$ cat config.mk
export PLATFORM = sky130hd
export DESIGN_NAME = mips_multicycle
export DESIGN_NICKNAME = d
export VERILOG_FILES = /design/src/rtl/mips_multicycle.sv
export SDC_FILE = /design/constraint.sdc
export NUM_CORES = 2
export LEC_CHECK = 0
export CORE_MARGIN = 2
export CORE_UTILIZATION = 65
export CTS_CLUSTER_SIZE = 16
export DETAILED_ROUTE_END_ITERATION = 8
export DONT_BUFFER_PORTS = 1
export PLACE_DENSITY = 0.81
export RECOVER_POWER = 25
export SLEW_MARGIN = 10
export SYNTH_ARGS = -nofsm -noshare
export SYNTH_HDL_FRONTEND = slang
export SYNTH_SLANG_ARGS = --single-unit
$ cat constraint.sdc
create_clock -name clk -period 7.9 [get_ports clk]
set_clock_uncertainty 0.15 [all_clocks]
set_input_delay 1.975 -clock clk [delete_from_list [all_inputs] [get_ports clk]]
set_output_delay 1.975 -clock clk [all_outputs]
set_load 0.05 [all_outputs]
$ cat src/rtl/mips_multicycle.sv
// mips_multicycle: FSM-sequenced MIPS subset core with an internal 32x32
// register file and a single shared instruction/data memory port using a
// req/ack handshake that tolerates arbitrary wait states (with watchdog).
module mips_multicycle #(
  parameter logic [31:0] PC_INIT  = 32'h0,
  parameter logic [31:0] SP_INIT  = 32'h0,
  parameter logic [31:0] RA_INIT  = 32'h0,
  parameter int          MAX_WAIT = 16
) (
  input  logic        clk,
  input  logic        reset,
  output logic        mem_req,
  output logic        mem_we,
  output logic [31:0] mem_addr,
  output logic [31:0] mem_wdata,
  input  logic [31:0] mem_rdata,
  input  logic        mem_ack,
  output logic [31:0] pc_out,
  output logic        retire,
  output logic        halted,
  output logic        fault
);

  localparam logic [5:0] OP_RTYPE = 6'h00;
  localparam logic [5:0] OP_J     = 6'h02;
  localparam logic [5:0] OP_BEQ   = 6'h04;
  localparam logic [5:0] OP_BNE   = 6'h05;
  localparam logic [5:0] OP_ADDIU = 6'h09;
  localparam logic [5:0] OP_LW    = 6'h23;
  localparam logic [5:0] OP_SW    = 6'h2B;
  localparam logic [5:0] FN_SLL   = 6'h00;
  localparam logic [5:0] FN_JR    = 6'h08;
  localparam logic [5:0] FN_BREAK = 6'h0D;
  localparam logic [5:0] FN_ADDU  = 6'h21;
  localparam logic [5:0] FN_SUBU  = 6'h23;
  localparam logic [5:0] FN_AND   = 6'h24;
  localparam logic [5:0] FN_OR    = 6'h25;
  localparam logic [5:0] FN_SLT   = 6'h2A;

  // Last stalled-cycle count before the watchdog trips (unused when disabled).
  localparam logic [31:0] WD_LAST = (MAX_WAIT == 0) ? 32'h0 : 32'(MAX_WAIT - 1);

  typedef enum logic [2:0] {FETCH, DECODE, EXEC, MEM, WB, HALT} state_t;
  typedef enum logic [3:0] {K_ALU, K_ADDIU, K_LW, K_SW, K_BR, K_J, K_JR, K_BRK, K_ILL} kind_t;

  state_t      state_q;
  logic [31:0] pc_q, ir_q, a_q, b_q, imm_q, alu_q, mdr_q, wd_q;
  logic [31:0] rf_q [32];
  logic        mem_req_q, mem_we_q, retire_q, halted_q, fault_q;
  logic [31:0] mem_addr_q, mem_wdata_q;

  kind_t       kind_d;
  logic [31:0] alu_d, pc_next_d;

  logic [5:0]  op_s, funct_s;
  logic [4:0]  rs_s, rt_s, rd_s, shamt_s, wb_addr_s;
  logic [31:0] pc_plus4_s, br_off_s, wb_data_s;
  logic        wd_expired_s;

  assign op_s         = ir_q[31:26];
  assign rs_s         = ir_q[25:21];
  assign rt_s         = ir_q[20:16];
  assign rd_s         = ir_q[15:11];
  assign shamt_s      = ir_q[10:6];
  assign funct_s      = ir_q[5:0];
  assign pc_plus4_s   = pc_q + 32'd4;
  assign br_off_s     = {imm_q[29:0], 2'b00};
  assign wb_addr_s    = (op_s == OP_RTYPE) ? rd_s : rt_s;
  assign wb_data_s    = (op_s == OP_LW) ? mdr_q : alu_q;
  assign wd_expired_s = (MAX_WAIT != 0) && (wd_q == WD_LAST);

  // Instruction classification, ALU result and control-flow target for EXEC.
  always_comb begin
    kind_d    = K_ILL;
    alu_d     = 32'h0;
    pc_next_d = pc_plus4_s;
    case (op_s)
      OP_RTYPE: begin
        case (funct_s)
          FN_ADDU:  begin kind_d = K_ALU; alu_d = a_q + b_q; end
          FN_SUBU:  begin kind_d = K_ALU; alu_d = a_q - b_q; end
          FN_AND:   begin kind_d = K_ALU; alu_d = a_q & b_q; end
          FN_OR:    begin kind_d = K_ALU; alu_d = a_q | b_q; end
          FN_SLT:   begin kind_d = K_ALU; alu_d = {31'h0, $signed(a_q) < $signed(b_q)}; end
          FN_SLL:   begin kind_d = K_ALU; alu_d = b_q << shamt_s; end
          FN_JR:    begin kind_d = K_JR;  pc_next_d = a_q; end
          FN_BREAK: kind_d = K_BRK;
          default:  kind_d = K_ILL;
        endcase
      end
      OP_ADDIU: begin kind_d = K_ADDIU; alu_d = a_q + imm_q; end
      OP_LW:    begin kind_d = K_LW;    alu_d = a_q + imm_q; end
      OP_SW:    begin kind_d = K_SW;    alu_d = a_q + imm_q; end
      OP_BEQ: begin
        kind_d = K_BR;
        if (a_q == b_q) pc_next_d = pc_plus4_s + br_off_s;
        else            pc_next_d = pc_plus4_s;
      end
      OP_BNE: begin
        kind_d = K_BR;
        if (a_q != b_q) pc_next_d = pc_plus4_s + br_off_s;
        else            pc_next_d = pc_plus4_s;
      end
      OP_J:    begin kind_d = K_J; pc_next_d = {pc_plus4_s[31:28], ir_q[25:0], 2'b00}; end
      default: kind_d = K_ILL;
    endcase
  end

  // Main sequencer: state, PC, register file, memory port and status flags.
  always_ff @(posedge clk or negedge reset) begin
    if (!reset) begin
      state_q     <= FETCH;
      pc_q        <= PC_INIT;
      ir_q        <= 32'h0;
      a_q         <= 32'h0;
      b_q         <= 32'h0;
      imm_q       <= 32'h0;
      alu_q       <= 32'h0;
      mdr_q       <= 32'h0;
      wd_q        <= 32'h0;
      mem_req_q   <= 1'b0;
      mem_we_q    <= 1'b0;
      mem_addr_q  <= 32'h0;
      mem_wdata_q <= 32'h0;
      retire_q    <= 1'b0;
      halted_q    <= 1'b0;
      fault_q     <= 1'b0;
      for (int i = 0; i < 32; i++) begin
        if (i == 29)      rf_q[i] <= SP_INIT;
        else if (i == 31) rf_q[i] <= RA_INIT;
        else              rf_q[i] <= 32'h0;
      end
    end else begin
      retire_q <= 1'b0;
      case (state_q)
        FETCH: begin
          // Entered with mem_req low only after reset or a store ack (idle gap).
          if (!mem_req_q) begin
            mem_req_q  <= 1'b1;
            mem_we_q   <= 1'b0;
            mem_addr_q <= pc_q;
            wd_q       <= 32'h0;
          end else if (mem_ack) begin
            ir_q      <= mem_rdata;
            mem_req_q <= 1'b0;
            state_q   <= DECODE;
          end else if (wd_expired_s) begin
            mem_req_q <= 1'b0;
            halted_q  <= 1'b1;
            fault_q   <= 1'b1;
            state_q   <= HALT;
          end else begin
            wd_q <= wd_q + 32'd1;
          end
        end
        DECODE: begin
          a_q     <= rf_q[rs_s];
          b_q     <= rf_q[rt_s];
          imm_q   <= {{16{ir_q[15]}}, ir_q[15:0]};
          state_q <= EXEC;
        end
        EXEC: begin
          case (kind_d)
            K_ALU, K_ADDIU: begin
              alu_q   <= alu_d;
              state_q <= WB;
            end
            K_LW, K_SW: begin
              if (alu_d[1:0] != 2'b00) begin
                halted_q <= 1'b1;
                fault_q  <= 1'b1;
                state_q  <= HALT;
              end else begin
                mem_req_q   <= 1'b1;
                mem_we_q    <= (kind_d == K_SW);
                mem_addr_q  <= alu_d;
                mem_wdata_q <= b_q;
                wd_q        <= 32'h0;
                state_q     <= MEM;
              end
            end
            K_BR, K_J, K_JR: begin
              pc_q       <= pc_next_d;
              retire_q   <= 1'b1;
              mem_req_q  <= 1'b1;
              mem_we_q   <= 1'b0;
              mem_addr_q <= pc_next_d;
              wd_q       <= 32'h0;
              state_q    <= FETCH;
            end
            K_BRK: begin
              halted_q <= 1'b1;
              state_q  <= HALT;
            end
            default: begin
              halted_q <= 1'b1;
              fault_q  <= 1'b1;
              state_q  <= HALT;
            end
          endcase
        end
        MEM: begin
          if (mem_ack) begin
            mem_req_q <= 1'b0;
            mem_we_q  <= 1'b0;
            if (mem_we_q) begin
              pc_q     <= pc_plus4_s;
              retire_q <= 1'b1;
              state_q  <= FETCH;
            end else begin
              mdr_q   <= mem_rdata;
              state_q <= WB;
            end
          end else if (wd_expired_s) begin
            mem_req_q <= 1'b0;
            halted_q  <= 1'b1;
            fault_q   <= 1'b1;
            state_q   <= HALT;
          end else begin
            wd_q <= wd_q + 32'd1;
          end
        end
        WB: begin
          if (wb_addr_s != 5'd0) rf_q[wb_addr_s] <= wb_data_s;
          pc_q       <= pc_plus4_s;
          retire_q   <= 1'b1;
          mem_req_q  <= 1'b1;
          mem_we_q   <= 1'b0;
          mem_addr_q <= pc_plus4_s;
          wd_q       <= 32'h0;
          state_q    <= FETCH;
        end
        HALT: state_q <= HALT;
        default: begin
          halted_q <= 1'b1;
          fault_q  <= 1'b1;
          state_q  <= HALT;
        end
      endcase
    end
  end

  assign mem_req   = mem_req_q;
  assign mem_we    = mem_we_q;
  assign mem_addr  = mem_addr_q;
  assign mem_wdata = mem_wdata_q;
  assign pc_out    = pc_q;
  assign retire    = retire_q;
  assign halted    = halted_q;
  assign fault     = fault_q;

endmodule

==> metrics.cfg <==
[run_status]
status=finished, violations left
failed_checks=capacitance limit, slew limit

[final_layout]
drive_gt1_share_pct=17.8
instances_no_fill=8550
final_nets=7098
n_fill_cell=7896
stdcell_area_um2=82600
area_delta_synth_final_pct=7.88

[yosys]
ys_seq_area_share_pct=43.7
yosys_warnings=0
async_reset_ff_share_pct=100
yosys-top-cells-count=1336 x dfrtp_1, 832 x nand2_1, 831 x nor2_1
synth.cell_area_um2=76500
synth_area_leaders=dfrtp_1 44%, mux4_2 19%, a21oi_1 4.9%, o21ai_0 4.5%, nand2_1 4.1%
synth_area_per_cell_um2=10.5
yosys.area.top_type_share_pct=43.7
ys_ff_latch=1336
synth_edf_count=0
synth_top_cell_by_area=dfrtp_1
synthDistinctLibCells=89
syn-num-nets=7480
synth_ff_type=dfrtp_1
yosysMostFrequentCell=dfrtp_1
synth_cells=7283

[sta]
whs_ps=243
rsz0062_at_grt=no
max_freq_mhz=156
max_slew_margin_pct=-135
hold_viol=0
setup_tns_ps=0
maxSlewViolCount=290
setup_viol=0
worstMarginPinSlew_ps=3530
fin_crit_ps=6410
finalCritPeriodShare_pct=81.2

[detailed_routing]
drt_iter0_drc=10000
drc_errors=0
routed-via-count=63400
routed_wl_um=274000
wl_per_cell_um=32.1
dr.pass1.iters=6
ant_nets=0
vias_per_cell=7.41

[critical_path]
critPathLaunchType=register
worstSetupPathType=reg2reg
crit_fanout=53
crit_arrival_ps=6880
cp_slowest_cell=clkbuf_1
r2r_cells=12
r2r_slack_ps=1490
r2r_start=ir_q[1]
slowest_delay_ps=2000
end_kind=register
r2r_end=pc_out[25]
required_ps=8370
cp-startpoint=ir_q[1]
path_cells=clkbuf_1 -> nor2b_1 -> a2111oi_0 -> a211o_1 -> or2_2 -> and3_1 -> buf_4 -> inv_2 -> nand2_1 -> nor2_1 -> a21oi_1 -> o21ai_0

[global_routing]
antenna_found_initial=16
grt_pass1_wl_um=409000
grt_max_degree=259
track_usage_pct=46.0
grt_pass1_vias=63200
grt.overflow.total=0

[floorplanning]
die_h_um=347
die_x_um=347
die_area_um2=121000
start_util_pct=65.7
num_rows=125
fp.coreArea_um2=117000
ioPinCount=136

[clock_network]
clock_sinks=1336
hold_buffers=0
clock_path_buffers=3
numCtsBuffers=143
ctsHtreeMaxLevel=4
tritoncts=yes
post_cts_buffers=0
clock_latency_ps=810
cts.root.buffer_cell=clkbuf_16
clk_pin_slew_worst_paths_ps=60
cts_resized=0

[power_and_ir_drop]
p_sw_share_pct=22.3
ir_drop_mv=0.215
combPwrFrac_pct=1.1
pwr_density_cell_nw_per_um2=170
power_frac_seq_pct=48.8
power.total_w=0.0140
intPower_w=0.0109
power.leakage_nw=34.5
clock_power_share_pct=50.1
p_switching_w=0.00314

[hold_path]
hp-class=reg2reg
min_from=rf_q[1000]
hold_end=rf_q[1000]
hold_depth=0

[place]
placed_area_um2=77600
dp.cells=8276
dp_hpwl_um=173000
port_buffers=0
place.gp.congestion=1.04

[run]
drv_cap=5

-- worst max path at each step --
| stage | end | cells after the start |
|---|---|---|
| 2_1_floorplan | pc_out[30] | 17 |
| 3_3_place_gp | pc_out[31] | 17 |
| 3_5_place_dp | pc_out[30] | 17 |
| 4_1_cts | pc_out[30] | 17 |
| 5_1_grt | pc_out[25] | 12 |
| 6_report | pc_out[25] | 12 |
-- registers in the layout, summed over array words and instances, names as in the netlist --
| name | flops |
|---|---|
| retire | 1 |
| mem_req | 1 |
| rf_q | 1024 |
| wd_q | 32 |
| mdr_q | 32 |
| halted | 1 |
| fault | 1 |
| imm_q | 16 |
| b_q | 32 |
| pc_out | 32 |
| alu_q | 32 |
| ir_q | 32 |
| mem_wdata | 32 |
| mem_we | 1 |
| state_q | 3 |
| a_q | 32 |
| mem_addr | 32 |
-- power by group through the flow --
stage | sequential (W) | combinational (W) | clock (W)
after floorplan | 0.00698 | 0.00000823 | 0
after global placement | 0.00698 | 0.000154 | 0
after detailed placement | 0.00698 | 0.000158 | 0
after CTS | 0.00686 | 0.000158 | 0.00705
after global routing | 0.00685 | 0.000179 | 0.00734
final | 0.00686 | 0.000151 | 0.00704
-- per-stage QoR --
| step | utilization, % | worst slack, ps |
|---|---|---|
| 2_1_floorplan | - | 3270 |
| 3_3_place_gp | 66.6 | 2430 |
| 3_5_place_dp | 66.6 | 2440 |
| 4_1_cts | 70.8 | 2380 |
| 5_1_grt | 70.9 | 1280 |
| 6_report | 70.9 | 1490 |
-- routing by layer --
metal	global-route usage [%]	vias to the layer above	part of all wire, %	wire length, µm
met5	0	-	0.0091	25
met4	27.3	4	6.9	19000
met3	15.0	1156	14	37900
met2	66.3	4875	44	120000
met1	61.5	31500	36	97400
li1	-	25800	-	-
-- worst max-delay path, delay by kind of cell, from the launching register on --
family,cells,cell delay [ps]
compound gates,4,1360
buf+inv,3,2750
flops,1,470
simple gates,5,1490
-- cell usage in the layout, fill, tap and decap left out, types with 19 or more instances in the layout --
cell,instances
a21o_1,45
clkinv_2,20
a211oi_1,38
buf_4,126
mux2_2,101
mux2i_2,30
nor2b_1,30
nor2_1,814
mux4_2,661
clkbuf_16,147
clkbuf_1,37
o211ai_1,24
nor3_1,60
a31oi_1,56
o21ai_1,35
and3_1,29
mux2i_1,94
xnor2_1,70
nor4_1,26
o22ai_1,22
nand3_1,58
ha_1,158
nand2_1,816
o21a_1,21
clkbuf_8,24
o31ai_1,23
a22oi_1,19
nand2b_1,34
dfrtp_1,1322
inv_1,115
nand4_1,32
xor2_1,71
o21ai_0,694
o221ai_1,22
a21oi_1,750
a221oi_1,35
-- cell families after synthesis --
kind of cell	count (synthesis)	share of synthesized area, %
AO/OA/AOI/OAI	1939	14.5
XOR/XNOR	141	1.61
adder cells (fa/ha/maj)	162	2.69
buffers and inverters	790	3.93
flip-flops	1336	43.7
multiplexers	886	22.6
AND/OR/NAND/NOR	2029	11.1
-- final cells by class --
class,count,area (µm²),share of cell area [%]
tap,1524,1910,2.31
timing repair buffer,145,1320,1.59
multi-input combinational,5157,40500,49.1
clock buffer,205,4140,5.01
inverter,118,443,0.536
antenna,12,30.0,0.0364
clock inverter,53,756,0.915
sequential,1336,33500,40.5
Power figures use the tool's default switching activity.
